--- src/rtl/fmadd_normalize_seq_if.sv ---
// Handshake and data bundle carrying the raw adder sum into the normalizer and
// the normalized result out towards the addition rounding block.
interface fmadd_normalize_seq_if #(
    parameter int MAN = 22,
    parameter int EXP = 7
);
    logic             in_valid;
    logic             in_ready;
    logic [MAN+4:0]   in_sum;
    logic             in_sticky;
    logic [EXP+1:0]   in_exponent;
    logic             in_sign;

    logic             out_valid;
    logic             out_ready;
    logic [MAN+1:0]   out_mantissa;
    logic [EXP+1:0]   out_exponent;
    logic             out_sign;
    logic             out_guard;
    logic             out_round;
    logic             out_sticky;
    logic             out_zero;

    modport master (
        output in_valid, in_sum, in_sticky, in_exponent, in_sign, out_ready,
        input  in_ready, out_valid, out_mantissa, out_exponent, out_sign,
               out_guard, out_round, out_sticky, out_zero
    );

    modport slave (
        input  in_valid, in_sum, in_sticky, in_exponent, in_sign, out_ready,
        output in_ready, out_valid, out_mantissa, out_exponent, out_sign,
               out_guard, out_round, out_sticky, out_zero
    );
endinterface

--- src/rtl/fmadd_normalize_seq.sv ---
// Iterative FMADD post-add normalizer: one shift per cycle, 2 edges + 1 per left shift from accept to out_valid.
// One word in flight: in_ready drops on accept and returns only after out_ready retires the held result.
module fmadd_normalize_seq #(
    parameter int STD = 31,
    parameter int MAN = 22,
    parameter int EXP = 7
) (
    input  logic                 clk,
    input  logic                 rst,
    fmadd_normalize_seq_if.slave bus
);
    localparam int SIG_W = STD - EXP;
    localparam logic [EXP+1:0] E_ONE = {{(EXP+1){1'b0}}, 1'b1};

    typedef enum logic [1:0] {IDLE, NORM, DONE} state_t;

    state_t           state_q;
    logic [MAN+4:0]   vec_q, vec_d;
    logic             sacc_q, sacc_d;
    logic [EXP+1:0]   e_q, e_d;
    logic             s_q;
    logic             fin_d, zero_d;

    logic             in_ready_q, out_valid_q;
    logic [SIG_W-1:0] mant_q;
    logic [EXP+1:0]   oexp_q;
    logic             osign_q, og_q, or_q, os_q, oz_q;

    // One normalization decision per cycle; a carry always finishes, so it never mixes with left shifts.
    always_comb begin
        vec_d  = vec_q;
        sacc_d = sacc_q;
        e_d    = e_q;
        fin_d  = 1'b0;
        if (vec_q[MAN+4]) begin
            vec_d  = vec_q >> 1;
            sacc_d = sacc_q | vec_q[0];
            e_d    = e_q + E_ONE;
            fin_d  = 1'b1;
        end else if (vec_q[MAN+3] || (e_q <= E_ONE) || ((vec_q == '0) && !sacc_q)) begin
            fin_d  = 1'b1;
        end else begin
            vec_d  = vec_q << 1;
            e_d    = e_q - E_ONE;
        end
        zero_d = (vec_d == '0) && !sacc_d;
    end

    always_ff @(posedge clk or posedge rst) begin
        if (rst) begin
            state_q     <= IDLE;
            vec_q       <= '0;
            sacc_q      <= 1'b0;
            e_q         <= '0;
            s_q         <= 1'b0;
            in_ready_q  <= 1'b1;
            out_valid_q <= 1'b0;
            mant_q      <= '0;
            oexp_q      <= '0;
            osign_q     <= 1'b0;
            og_q        <= 1'b0;
            or_q        <= 1'b0;
            os_q        <= 1'b0;
            oz_q        <= 1'b0;
        end else begin
            case (state_q)
                IDLE: begin
                    if (bus.in_valid) begin
                        vec_q      <= bus.in_sum;
                        sacc_q     <= bus.in_sticky;
                        e_q        <= (bus.in_exponent == '0) ? E_ONE : bus.in_exponent;
                        s_q        <= bus.in_sign;
                        in_ready_q <= 1'b0;
                        state_q    <= NORM;
                    end
                end
                NORM: begin
                    vec_q  <= vec_d;
                    sacc_q <= sacc_d;
                    e_q    <= e_d;
                    if (fin_d) begin
                        // Stored fraction field is zero-extended into the wider rounding-block port.
                        mant_q      <= SIG_W'(vec_d[MAN+3:3]);
                        og_q        <= vec_d[2];
                        or_q        <= vec_d[1];
                        os_q        <= vec_d[0] | sacc_d;
                        oexp_q      <= zero_d ? '0 : e_d;
                        oz_q        <= zero_d;
                        osign_q     <= s_q;
                        out_valid_q <= 1'b1;
                        state_q     <= DONE;
                    end
                end
                DONE: begin
                    if (bus.out_ready) begin
                        out_valid_q <= 1'b0;
                        in_ready_q  <= 1'b1;
                        state_q     <= IDLE;
                    end
                end
                default: state_q <= IDLE;
            endcase
        end
    end

    assign bus.in_ready     = in_ready_q;
    assign bus.out_valid    = out_valid_q;
    assign bus.out_mantissa = mant_q;
    assign bus.out_exponent = oexp_q;
    assign bus.out_sign     = osign_q;
    assign bus.out_guard    = og_q;
    assign bus.out_round    = or_q;
    assign bus.out_sticky   = os_q;
    assign bus.out_zero     = oz_q;
endmodule

--- src/flat_wrapper.sv ---
// flat-port wrapper written by rule: the top's interface ports become plain ports
module fmadd_normalize_seq_flat 
#(
    parameter int STD = 31,
    parameter int MAN = 22,
    parameter int EXP = 7
)
  (clk, rst, bus_in_valid, bus_in_sum, bus_in_sticky, bus_in_exponent, bus_in_sign, bus_out_ready, bus_in_ready, bus_out_valid, bus_out_mantissa, bus_out_exponent, bus_out_sign, bus_out_guard, bus_out_round, bus_out_sticky, bus_out_zero);
  fmadd_normalize_seq_if #(.MAN(MAN), .EXP(EXP)) bus_i ();
  input  logic clk;
  input  logic rst;
  input wire logic [$bits(bus_i.in_valid)-1:0] bus_in_valid;
  input wire logic [$bits(bus_i.in_sum)-1:0] bus_in_sum;
  input wire logic [$bits(bus_i.in_sticky)-1:0] bus_in_sticky;
  input wire logic [$bits(bus_i.in_exponent)-1:0] bus_in_exponent;
  input wire logic [$bits(bus_i.in_sign)-1:0] bus_in_sign;
  input wire logic [$bits(bus_i.out_ready)-1:0] bus_out_ready;
  output wire logic [$bits(bus_i.in_ready)-1:0] bus_in_ready;
  output wire logic [$bits(bus_i.out_valid)-1:0] bus_out_valid;
  output wire logic [$bits(bus_i.out_mantissa)-1:0] bus_out_mantissa;
  output wire logic [$bits(bus_i.out_exponent)-1:0] bus_out_exponent;
  output wire logic [$bits(bus_i.out_sign)-1:0] bus_out_sign;
  output wire logic [$bits(bus_i.out_guard)-1:0] bus_out_guard;
  output wire logic [$bits(bus_i.out_round)-1:0] bus_out_round;
  output wire logic [$bits(bus_i.out_sticky)-1:0] bus_out_sticky;
  output wire logic [$bits(bus_i.out_zero)-1:0] bus_out_zero;
  assign bus_i.in_valid = bus_in_valid;
  assign bus_i.in_sum = bus_in_sum;
  assign bus_i.in_sticky = bus_in_sticky;
  assign bus_i.in_exponent = bus_in_exponent;
  assign bus_i.in_sign = bus_in_sign;
  assign bus_i.out_ready = bus_out_ready;
  assign bus_in_ready = bus_i.in_ready;
  assign bus_out_valid = bus_i.out_valid;
  assign bus_out_mantissa = bus_i.out_mantissa;
  assign bus_out_exponent = bus_i.out_exponent;
  assign bus_out_sign = bus_i.out_sign;
  assign bus_out_guard = bus_i.out_guard;
  assign bus_out_round = bus_i.out_round;
  assign bus_out_sticky = bus_i.out_sticky;
  assign bus_out_zero = bus_i.out_zero;
  fmadd_normalize_seq #(.STD(STD), .MAN(MAN), .EXP(EXP)) u_core (.clk(clk), .rst(rst), .bus(bus_i));
endmodule
--- config.mk ---
export PLATFORM = sky130hd
export DESIGN_NAME = fmadd_normalize_seq_flat
export DESIGN_NICKNAME = d
export VERILOG_FILES = /design/src/rtl/fmadd_normalize_seq_if.sv /design/src/rtl/fmadd_normalize_seq.sv /design/src/flat_wrapper.sv
export SDC_FILE = /design/constraint.sdc
export NUM_CORES = 1
export LEC_CHECK = 0
export BUFFER_PORTS_ARGS = -buffer_cell sky130_fd_sc_hd__buf_2
export CAP_MARGIN = 5
export CORE_ASPECT_RATIO = 1.5
export CORE_MARGIN = 2
export CORE_UTILIZATION = 30
export CTS_CLUSTER_SIZE = 28
export DETAILED_ROUTE_END_ITERATION = 7
export PLACE_DENSITY = 0.47
export SLEW_MARGIN = 20
export SYNTH_ARGS = -nofsm -noshare
export SYNTH_HDL_FRONTEND = slang
export SYNTH_SLANG_ARGS = --single-unit
--- constraint.sdc ---
create_clock -name clk -period 2.2 [get_ports clk]
set_input_delay 0.11 -clock clk [delete_from_list [all_inputs] [get_ports clk]]
set_output_delay 0.11 -clock clk [all_outputs]
set_load 0.03 [all_outputs]
Word-level counts from Yosys, hierarchy flattened
Cells that the tools add are included. Widths: inputs -> output; s select.

Add/subtract/negate cells: 2. $lt $le $gt $ge: 1. Eq/ne operators: 5. Mux-type cells: 25. Bitwise gates (word level): 2. Reductions and logical operators: 19.

Operators by type and width (count): $mux 27 (3); $logic_not 27->1 (2); $pmux 27 s2 (1); $mux 9 (5); $pmux 9 s2 (1); $add 9x1->9 const B (1); $le 9x1->1 const B (1); $logic_not 9->1 (1); $reduce_and 3->1 (3); $sub 9x1->9 const B (1); $mux 1 (8); $mux 2 (3); $pmux 1 s2 (3); $pmux 2 s3 (1); $reduce_and 2->1 (3); $reduce_bool 2->1 (3); $ne 2x2->1 const B (2); $eq 2x1->1 const B (1); $eq 2x2->1 const B (1); $logic_and 1x1->1 (2); $logic_not 1->1 (2); $logic_not 2->1 (1); $logic_or 1x1->1 (2); $ne 2x1->1 const B (1); $or 1x1->1 (2).

Flip-flop bits (word level): 79. Bits of input ports: 42. Word-level logic and storage cells: 68.

Longest topological paths before layout
Gate-level depths: netlist (run 1).

Word-level depth: 8. Depth in mapped cells: 10.

Worst setup path before layout (run 1)
OpenSTA, ideal clock, no wires.

Path kind: reg2reg. Start: register u_core.e_q[1]. End: register u_core.e_q[4]. Arrival: 1954 ps. Path slack: 120 ps. Stages on the path, launching flop included: 9. Buffers on the path: 0. Cell sequence: dfrtp_1 > inv_1 > ha_1 > o21bai_1 > nand4_2 > o2111ai_2 > o31a_1 > a21o_1 > a221o_1.

Longest elaborated chain between the ends: 6. Elaborated cells on any way between the ends: 8. Those cells by class: 2 x add/sub; 1 x order compare; 3 x mux; 2 x reduce/logical.

Ends and longest elaborated chain: from (decl) (line fmadd_normalize_seq.sv:20) `logic [EXP+1:0] e_q, e_d;`; from (signal assigned) (line fmadd_normalize_seq.sv:71) `e_q <= (bus.in_exponent == '0) ? E_ONE : bus.in_exponent;`; $le 9x1->1 (line fmadd_normalize_seq.sv:40) `end else if (vec_q[MAN+3] || (e_q <= E_ONE) || ((vec_q == '0) && !sacc_q)) begin`; $logic_or 1x1->1 (2 in series) (line fmadd_normalize_seq.sv:40); $mux 9 (line fmadd_normalize_seq.sv:40); $mux 9 (*) (line fmadd_normalize_seq.sv:35) `if (vec_q[MAN+4]) begin`; $pmux 9 s2 (*) (line fmadd_normalize_seq.sv:66) `case (state_q)`.

Every way passes the cells marked *; elsewhere a longest branch is shown, timed or not. A chain may end at the register's enable or synchronous reset.

Final worst setup path (run 1)
Start: register u_core.e_q[0]. End: register u_core.e_q[3].

The elaborated chain is that of the path after synthesis.

==> run summary, run 1 <==
Cell Rows - 53
Arrival time worst endpoint - 2.35 ns
CTS Sinks - 79
Int Pwr - 5.094 mW
Synthesized net count - 510
RePlAce Congestion - 0.8866
Fill cells - 1437
DRT Wirelength - 13.42 mm
CTS Buffer Depth - 2
Mean Syn Cell Area - 9.350 um^2
Fin Hold WS - 0.01522 ns
Post-route insts no fill - 770
Async set or reset register ratio after synthesis - 100.0%
Worst skew pair latency - 0.34 ns
Die W - 102.3 um
IO Count - 82
CTS H-tree depth - 3
Met2 Usage GRT - 32.37%
WS Path Type - register to register
Vias in the first global route - 4053
DPL Wire Length - 9.752 mm
Grt total ovfl - 0
Flops & latches, synth - 79
1st-iter DRT viols - 187
Area of the multi-input gates - 2270 um^2
Outcome - finished, final reports clean
Setup Viol. Count Final - 0
Cell area power density - 1664 nW/um^2
Met1 Usage GRT - 21.79%
Syn Std Cell Area - 4348 um^2
Max Cap Violations - 0
Clock network power share - 15.3%
Die Y - 151.4 um
Hold Vio Cnt, Final - 0
Peak VDD IR - 0.0005978 V
Minimum clock period - 2.129 ns
Fin crit share - 96.77%
Post-DR wirelength/cell - 17.42 um
Root Driver - clkbuf_16
Max frequency - 469.7 MHz
Drt drc - 0
Post-DR vias/cell - 5.162
Worst Hold Class - primary input to register
Global-route usage over all layers - 18.29%
Most frequent cells in the layout - 80 x buf_2, 76 x dfrtp_1, 58 x nand2_1
Total CTS buffers - 9
Slew @ Worst Pin - 0.5964 ns
Max_slew headroom - 60.24%
Antenna cells - 0
Cell count after synthesis - 465
Area Overhead vs Synth - 30.53%
Post-route ant nets - 0
Fin nets - 618
Gr busiest metal - met2
Setup ws final - 0.07106 ns
Sw Share - 46.05%
Largest net degree at the start of global routing - 64
Post-Place Worst Slack - 0.009570 ns
Share of post-route cells with drive strength above 1 - 31.66%
Synth cell types - 66
Clk_skew - 0.009490 ns
Total number of vias - 3975
Register area share after synthesis - 45.50%
Total power - 9.442 mW
Core footprint - 14120 um^2
Commonest non-fill, non-tap cell in the layout - buf_2
Endpoint type of the worst setup path - register
Ys flop type - dfrtp_1
Met3 Use GR - 3.184%
CTS tree - yes
Worst Path Max Fanout - 4
Sequential fraction of design power - 29.4%
Number of synthesized flops with an enable pin - 0
Startpoint Class - register
Placed Instances - 747
CP required - 2.43 ns
Logic pwr share - 55.3%
Clock-pin slew on the worst setup and hold paths - 0.06 ns
Initial Util - 30.78%
P_leak - 2.648 nW
YS warnings - 0
Register area - 1981 um^2
Die area - 15490 um^2
P_sw - 4.348 mW
Port-buffer cells - 80
Global-route wire length before repair - 21.75 mm
Initial antenna violation count - 0
DR pass1 iterations - 5
Slew Viols, Final - 0
==> through the flow <==
stage | utilization, % | area (um^2) | setup TNS, ns
after floorplan | - | 4348 | 0
after global placement | 37.01 | 5228 | 0
after detailed placement | 37.01 | 5228 | 0
after CTS | 39.41 | 5567 | 0
after global routing | 40.18 | 5675 | -0.01382
final | 40.18 | 5675 | 0
==> area by class of cell <==
cell class                      count  area share (%)
Tap cell                          192           4.233
Timing Repair Buffer              134           15.39
Clock inverter                      3          0.3086
Inverter                            6          0.4189
Sequential cell                    79           34.90
Multi-Input combinational cell    343           39.99
Clock buffer                       13           4.762
==> kinds of logic (layout without fill, tap and decap cells) <==
group / Yosys count / in the layout / synth area share, %
AOI/OAI and AO/OA: 153 / 153 / 25.38
muxes: 2 / 2 / 0.5754
adders and majority gates: 3 / 3 / 0.8634
other: 1 / 1 / 0.08625
DFF: 79 / 79 / 45.50
and+or+nand+nor: 177 / 177 / 21.73
buffers and inverters: 43 / 156 / 4.461
xor gates and xnor gates: 7 / 7 / 1.410
==> final timing paths <==
kind	startpoint	endpoint	slack [ns]	depth (start not counted)
min	bus_in_exponent[4]	u_core.e_q[4]$_DFFE_PP0P_	0.02	2
min reg2reg	u_core.s_q$_DFFE_PP0P_	u_core.s_q$_DFFE_PP0P_	0.48	2
max in group asynchronous	rst	u_core.bus.out_exponent[6]$_DFFE_PP0P_	1.13	4
max reg2reg	u_core.e_q[0]$_DFFE_PP0P_	u_core.e_q[3]$_DFFE_PP0P_	0.07	8
min in group asynchronous	rst	u_core.bus.out_mantissa[4]$_DFFE_PP0P_	0.36	3
max	u_core.e_q[0]$_DFFE_PP0P_	u_core.e_q[3]$_DFFE_PP0P_	0.07	8
==> synth_stat cells, types with 3 or more instances <==
cell	number	share of area, %
nand2_1	58	5.0
ha_1	3	0.86
xnor2_1	4	0.81
a221oi_2	6	2.1
nor3_1	6	0.69
a21oi_1	38	4.4
and3_1	12	1.7
dfrtp_1	78	45
nand3_1	9	1.0
buf_4	4	0.69
o21ai_1	27	3.1
inv_1	6	0.52
nor2b_1	9	1.3
o21ai_0	5	0.58
a211o_1	15	3.0
nor2_1	43	3.7
nor4_4	4	2.0
clkbuf_1	22	1.9
xor2_1	3	0.60
a221oi_1	3	0.60
a21o_1	16	2.8
buf_2	8	0.92
a221o_1	3	0.69
a22oi_1	10	1.7
o22ai_1	4	0.58
nor4_1	6	0.86
nand3b_1	15	2.6
==> per-layer routing <==
metal / vias up / part of all wire, % / wire length [um]
met2: 103 / 53 / 7091
li1: 1907 / - / -
met4: 0 / 3.1 / 410
met5: - / 0 / 0
met3: 26 / 3.3 / 441
met1: 1939 / 41 / 5471
==> sequential cells by signal, summed over array words and instances (netlist names), 2 cells and up <==
register	cells
u_core.bus.out_mantissa	23
u_core.e_q	9
u_core.vec_q	27
u_core.state_q	2
u_core.bus.out_exponent	9
==> critical path, cell delays in order (launching register included) <==
cell	delay, ns
dfrtp_1	0.39
ha_1	0.22
o21bai_4	0.19
nand4_4	0.10
o211ai_4	0.12
buf_6	0.15
o41ai_4	0.41
o21ai_1	0.13
a221o_1	0.30
==> power groups by stage <==
stage	registers [mW]	logic (mW)	clock network, mW
floorplan	3.30	2.82	0
global placement	2.75	5.05	0
detailed placement	2.77	5.09	0
CTS	2.74	5.14	1.49
global route	2.88	5.74	1.56
finish	2.77	5.23	1.44
==> timing repair <==
action                     CTS  global route
hold buffers                 4             0
pin swaps                    0             8
buffers inserted             0             3
hold endpoints to repair    30             0
setup endpoints to repair    1            45
gates resized for setup      1            17
(Power assumes the default switching activity.)
==> inputs of run 2 (changes only) <==
--- a/config.mk
+++ b/config.mk
@@ -9,10 +9,11 @@
 export CAP_MARGIN = 5
 export CORE_ASPECT_RATIO = 1.5
 export CORE_MARGIN = 2
-export CORE_UTILIZATION = 30
+export CORE_UTILIZATION = 25
+export CTS_BUF_LIST = sky130_fd_sc_hd__clkbuf_8
 export CTS_CLUSTER_SIZE = 28
 export DETAILED_ROUTE_END_ITERATION = 7
-export PLACE_DENSITY = 0.47
+export PLACE_DENSITY = 0.41
 export SLEW_MARGIN = 20
 export SYNTH_ARGS = -nofsm -noshare
 export SYNTH_HDL_FRONTEND = slang
==> run 2 against run 1 <==
  * Worst hold slack about the same
  * Clock power is 8% lower
  * Sequential share of layout area fell by 0.33 points
  * Power decreased by 1.3%
  * Final cell count grew 4.2%
  * Highest routed layer unchanged
  * Register-to-register slack better by 0.04 ns
  * Flip-flop and latch count did not move
==> run summary, run 2 (synthesis gave the netlist of run 1 again) <==
Worst Path Max Fanout - 4 (unchanged)
Worst Hold Class - primary input to register
Commonest non-fill, non-tap cell in the layout - buf_2
Area of the multi-input gates - 2231 um^2 (-1.7%)
Slew Viols, Final - 0 (unchanged)
Clk_skew - 0.01024 ns (+0.0007463 ns)
Post-route insts no fill - 802 (+4.2%)
Total number of vias - 4067 (+2.3%)
Initial antenna violation count - 0 (unchanged)
CTS tree - yes
Peak VDD IR - 0.0004849 V (-19%)
Area Overhead vs Synth - 31.68%
Die Y - 165.5 um (+9.3%)
Core footprint - 17200 um^2 (+22%)
Max Cap Violations - 0 (unchanged)
DPL Wire Length - 10.46 mm (+7.3%)
RePlAce Congestion - 0.8247 (-7.0%)
Placed Instances - 771 (+3.2%)
Post-route ant nets - 0 (unchanged)
Drt drc - 0 (unchanged)
Largest net degree at the start of global routing - 40 (-38%)
Antenna cells - 0 (unchanged)
Global-route wire length before repair - 22.38 mm (+2.9%)
Top reg by flops - u_core.vec_q
Minimum clock period - 2.092 ns (-0.03665 ns)
Fin nets - 629 (+1.8%)
CTS Sinks - 79 (unchanged)
Share of post-route cells with drive strength above 1 - 30.73% (-0.93 points)
Final cell utilization of the core - 33.29% (-6.9 points)
Cell Rows - 59 (+11%)
Die area - 18480 um^2 (+19%)
CTS Buffer Depth - 2 (unchanged)
Grt total ovfl - 0 (unchanged)
Startpoint Class - register
Cell area power density - 1628 nW/um^2 (-2.1%)
Register area - 1979 um^2 (about the same)
Fin crit share - 95.10% (-1.7 points)
Setup Viol. Count Final - 0 (unchanged)
DRT Wirelength - 14.11 mm (+5.2%)
Max frequency - 477.9 MHz (+1.8%)
Initial Util - 25.28% (-5.5 points)
CP required - 2.45 ns (+0.02 ns)
Clock-pin slew on the worst setup and hold paths - 0.09 ns (+0.03 ns)
Fin Hold WS - 0.01473 ns (-0.0004854 ns)
Outcome - finished, final reports clean
Die W - 111.7 um (+9.2%)
Worst skew pair latency - 0.37 ns (+0.03 ns)
Fill cells - 1808 (+26%)
CTS H-tree depth - 3 (unchanged)
Post-DR wirelength/cell - 17.59 um (+0.98%)
Root Driver - clkbuf_8
Vias in the first global route - 4084 (+0.76%)
Global-route usage over all layers - 15.47% (-2.8 points)
Arrival time worst endpoint - 2.35 ns (about the same)
Slew @ Worst Pin - 0.6425 ns (+0.04610 ns)
Post-DR vias/cell - 5.071 (-1.8%)
Endpoint type of the worst setup path - register
IO Count - 82 (unchanged)
Hold Vio Cnt, Final - 0 (unchanged)
DR pass1 iterations - 5 (unchanged)
Most frequent cells in the layout - 80 x buf_2, 77 x dfrtp_1, 58 x nand2_1
Largest register FFs - 27 (unchanged)
RSZ-0062 raised after global routing - yes
Max_slew headroom - 57.16% (-3.1 points)
Total CTS buffers - 9 (unchanged)
WS Path Type - register to register
Port-buffer cells - 80 (unchanged)
1st-iter DRT viols - 179 (-4.3%)
P_leak - 2.673 nW (+0.92%)
-- run 2: worst paths after layout --
kind / from / endpoint / slack [ns] / depth (start not counted)
worst max register to register: u_core.e_q[0]$_DFFE_PP0P_ / u_core.e_q[3]$_DFFE_PP0P_ / 0.11 / 8
worst max-delay path: u_core.e_q[0]$_DFFE_PP0P_ / u_core.e_q[3]$_DFFE_PP0P_ / 0.11 / 8
worst min register to register: u_core.bus.out_mantissa[16]$_DFFE_PP0P_ / u_core.bus.out_mantissa[16]$_DFFE_PP0P_ / 0.48 / 1
min in group asynchronous: rst / u_core.bus.out_mantissa[5]$_DFFE_PP0P_ / 0.33 / 3
worst min-delay path: bus_in_sum[1] / u_core.vec_q[1]$_DFFE_PP0P_ / 0.01 / 3
max in group asynchronous: rst / u_core.bus.out_exponent[2]$_DFFE_PP0P_ / 1.21 / 4
-- run 2: layout make-up --
type                            count  share of cell area [%]
Clock inverter                      7                   1.967
Sequential cell                    79                   34.57
Tap cell                          213                   4.655
Timing Repair Buffer              145                   17.26
Multi-Input combinational cell    343                   38.96
Inverter                            6                  0.4152
Clock buffer                        9                   2.163
-- run 2: worst max-delay path, stage by stage, from the launching register on --
cell and delay, ns:
dfrtp_1 0.39, ha_1 0.18, o21bai_2 0.22, nand4_4 0.12
o211ai_4 0.12, buf_4 0.18, o41ai_2 0.32, o21ai_0 0.13
a221o_1 0.30
-- run 2: timing repair --
| action | in CTS | in global routing |
|---|---|---|
| endpoints found under the hold margin | 44 | 0 |
| setup buffers | 0 | 0 |
| resized for setup | 0 | 9 |
| endpoints found under the setup margin | 0 | 52 |
| hold buffers | 15 | 0 |
-- run 2: metal layers --
metal	track usage (%)	up-vias	share of wire [%]
li1	-	1921	-
met1	17.68	2016	40
met2	28.46	100	53
met3	2.847	30	3.8
met4	6.117	0	3.1
met5	0	-	0
-- run 2: per-stage QoR --
stage / total power, mW / TNS (ns) / setup slack (ns) / area (um^2)
floorplan: 6.126 / 0 / 0.06827 / 4348
global placement: 7.950 / 0 / 0.04953 / 5289
detailed placement: 7.978 / 0 / 0.03673 / 5289
finish: 9.323 / 0 / 0.1077 / 5725
CTS: 9.371 / 0 / 0.01484 / 5675
global route: 10.04 / -0.03119 / -0.02675 / 5725
-- run 2: power by group --
group / leakage, nW / switching (mW) / total, mW / internal [mW]
clock network: 0.124 / 0.586 / 1.33 / 0.748
registers: 0.958 / 0.594 / 2.74 / 2.15
logic: 1.59 / 3.14 / 5.25 / 2.11
==> inputs of run 3 (changes only) <==
--- a/config.mk
+++ b/config.mk
@@ -10,7 +10,6 @@
 export CORE_ASPECT_RATIO = 1.5
 export CORE_MARGIN = 2
 export CORE_UTILIZATION = 25
-export CTS_BUF_LIST = sky130_fd_sc_hd__clkbuf_8
 export CTS_CLUSTER_SIZE = 28
 export DETAILED_ROUTE_END_ITERATION = 7
 export PLACE_DENSITY = 0.41
==> run 3 against run 2 <==
  * Highest routed layer unchanged
  * Count of clock-buffer cells in the layout grew 1
  * Sequential power is essentially flat
  * Worst setup slack improved by 0.0039 ns
  * Final area decreased by 0.37%
  * Combinational power about the same
==> run summary, run 3 (synthesis gave the netlist of run 1 again) <==
Outcome - finished, final reports clean
Cell Rows - 59 (unchanged)
Core footprint - 17200 um^2 (unchanged)
RR Endpoint - u_core.e_q[3]$_DFFE_PP0P_
Largest net degree at the start of global routing - 40 (unchanged)
Hold Vio Cnt, Final - 0 (unchanged)
Worst Path Max Fanout - 4 (unchanged)
Startpoint Class - register
Max Cap Violations - 0 (unchanged)
DR pass1 iterations - 4 (-1)
Crit path capture - u_core.e_q[3]$_DFFE_PP0P_
Fin crit share - 94.93% (-0.18 points)
Die area - 18480 um^2 (unchanged)
P_leak - 2.664 nW (-0.32%)
Post-DR wirelength/cell - 17.80 um (+1.2%)
Buf/Inv on CP - 1 (unchanged)
CTS tree - yes
Max frequency - 478.8 MHz (+0.19%)
Commonest non-fill, non-tap cell in the layout - buf_2
Setup ws final - 0.1116 ns (+0.003927 ns)
Global-route usage over all layers - 15.50% (+0.034 points)
Die Y - 165.5 um (unchanged)
Design area - 5704 um^2 (-0.37%)
Largest register FFs - 27 (unchanged)
Max_slew headroom - 56.35% (-0.81 points)
RePlAce Congestion - 0.8247 (unchanged)
Peak VDD IR - 0.0005157 V (+6.3%)
WP depth - 8 (unchanged)
Top reg by flops - u_core.vec_q
Reg2reg path depth - 8 (unchanged)
Port-buffer cells - 80 (unchanged)
Slew Viols, Final - 0 (unchanged)
Cell Area, Placed - 5289 um^2 (unchanged)
Antenna cells - 0 (unchanged)
Drt drc - 0 (unchanged)
Clock-pin slew on the worst setup and hold paths - 0.06 ns (-0.03 ns)
Post-Place Worst Slack - 0.03673 ns (unchanged)
Setup Viol. Count Final - 0 (unchanged)
Total CTS buffers - 9 (unchanged)
Die W - 111.7 um (unchanged)
CP max-delay cell - dfrtp_1
Slew @ Worst Pin - 0.6540 ns (+0.01146 ns)
1st-iter DRT viols - 221 (+23%)
Worst stage delay on the critical path - 0.38 ns (about the same)
Clk_skew - 0.007729 ns (-0.002508 ns)
Area Overhead vs Synth - 31.19%
Worst Hold Depth - 3 (unchanged)
Fin nets - 617 (-1.9%)
Post-route insts no fill - 790 (-1.5%)
Post-route ant nets - 0 (unchanged)
Fill cells - 1802 (-0.33%)
DPL Wire Length - 10.46 mm (unchanged)
Initial antenna violation count - 0 (unchanged)
Crit path cell chain - ha_1, o21bai_2, nand4_4, o211ai_4, buf_4, o41ai_2, o21ai_0, a221o_1
Minimum clock period - 2.088 ns (-0.003927 ns)
Grt total ovfl - 0 (unchanged)
Total power - 9.710 mW (+4.1%)
CP required - 2.42 ns (-0.03 ns)
CTS Sinks - 79 (unchanged)
Share of post-route cells with drive strength above 1 - 31.37% (+0.64 points)
Most frequent cells in the layout - 80 x buf_2, 77 x dfrtp_1, 58 x nand2_1
WS Path Type - register to register
Global-route wire length before repair - 22.34 mm (-0.15%)
Placed Instances - 771 (unchanged)
Total number of vias - 3973 (-2.3%)
Post-DR vias/cell - 5.029 (-0.83%)
Worst skew pair latency - 0.34 ns (-0.03 ns)
Vias in the first global route - 4052 (-0.78%)
Worst r2r src - u_core.e_q[0]$_DFFE_PP0P_
Worst reg2reg setup slack - 0.11 ns (about the same)
DRT Wirelength - 14.06 mm (-0.34%)
RSZ-0062 raised after global routing - yes
CTS H-tree depth - 3 (unchanged)
Fin Hold WS - 0.005996 ns (-0.008737 ns)
IO Count - 82 (unchanged)
CTS Buffer Depth - 2 (unchanged)
Root Driver - clkbuf_16
Cell area power density - 1702 nW/um^2 (+4.5%)
Worst Hold Class - primary input to register
Arrival time worst endpoint - 2.31 ns (-0.04 ns)
Worst setup path startpoint - u_core.e_q[0]$_DFFE_PP0P_
Endpoint type of the worst setup path - register
Top delay family on crit path - compound AO/OA/AOI/OAI gates
Initial Util - 25.28% (unchanged)
==> run 3: worst min-delay path by stage <==
stage	startpoint	to	slack (ns)
after global placement	rst	u_core.bus.out_mantissa[5]$_DFFE_PP0P_	0.21
after floorplan	bus_in_sign	u_core.s_q$_DFFE_PP0P_	0.22
after CTS	bus_in_sticky	u_core.sacc_q$_DFFE_PP0P_	0.002
final	bus_in_sticky	u_core.sacc_q$_DFFE_PP0P_	0.006
after global routing	bus_in_sum[6]	u_core.vec_q[6]$_DFFE_PP0P_	0.02
after detailed placement	rst	u_core.bus.out_mantissa[5]$_DFFE_PP0P_	0.22
==> run 3: per-layer routing <==
metal,GRT usage (%),routed length [um]
met2,28.24,7494
met1,17.60,5679
met5,0,0
met4,6.734,400
met3,3.029,486
==> run 3: worst reg2reg max path, delay by kind of cell (launching register included) <==
family | cells | cell delay, ns
compound gates | 5 | 1.10
flops | 1 | 0.38
buf+inv | 1 | 0.19
fa+ha+maj | 1 | 0.18
simple gates | 1 | 0.12
==> run 3: power breakdown <==
| group | switching, mW | total, mW | internal [mW] |
|---|---|---|---|
| clock | 0.627 | 1.73 | 1.11 |
| sequential | 0.596 | 2.75 | 2.15 |
| combinational | 3.13 | 5.23 | 2.09 |
==> run 3: final cells by class <==
class	count	area [um^2]	share of cell area (%)
Clock buffer	10	229.0	4.014
Multi-Input combinational cell	343	2228	39.07
Clock inverter	6	108.9	1.908
Tap cell	213	266.5	4.672
Timing Repair Buffer	133	868.3	15.22
Sequential cell	79	1979	34.70
Inverter	6	23.77	0.4168
==> run 3: per-stage QoR <==
step / utilization, % / setup TNS [ns]
floorplan: - / 0
global placement: 30.75 / 0
detailed placement: 30.75 / 0
CTS: 32.89 / 0
global route: 33.16 / -0.01683
finish: 33.16 / 0
==> run 3: what timing repair did <==
action,CTS,global route
gates resized for setup,0,9
hold endpoints to repair,32,0
setup buffers,0,0
hold buffers,3,0
endpoints found under the setup margin,0,52
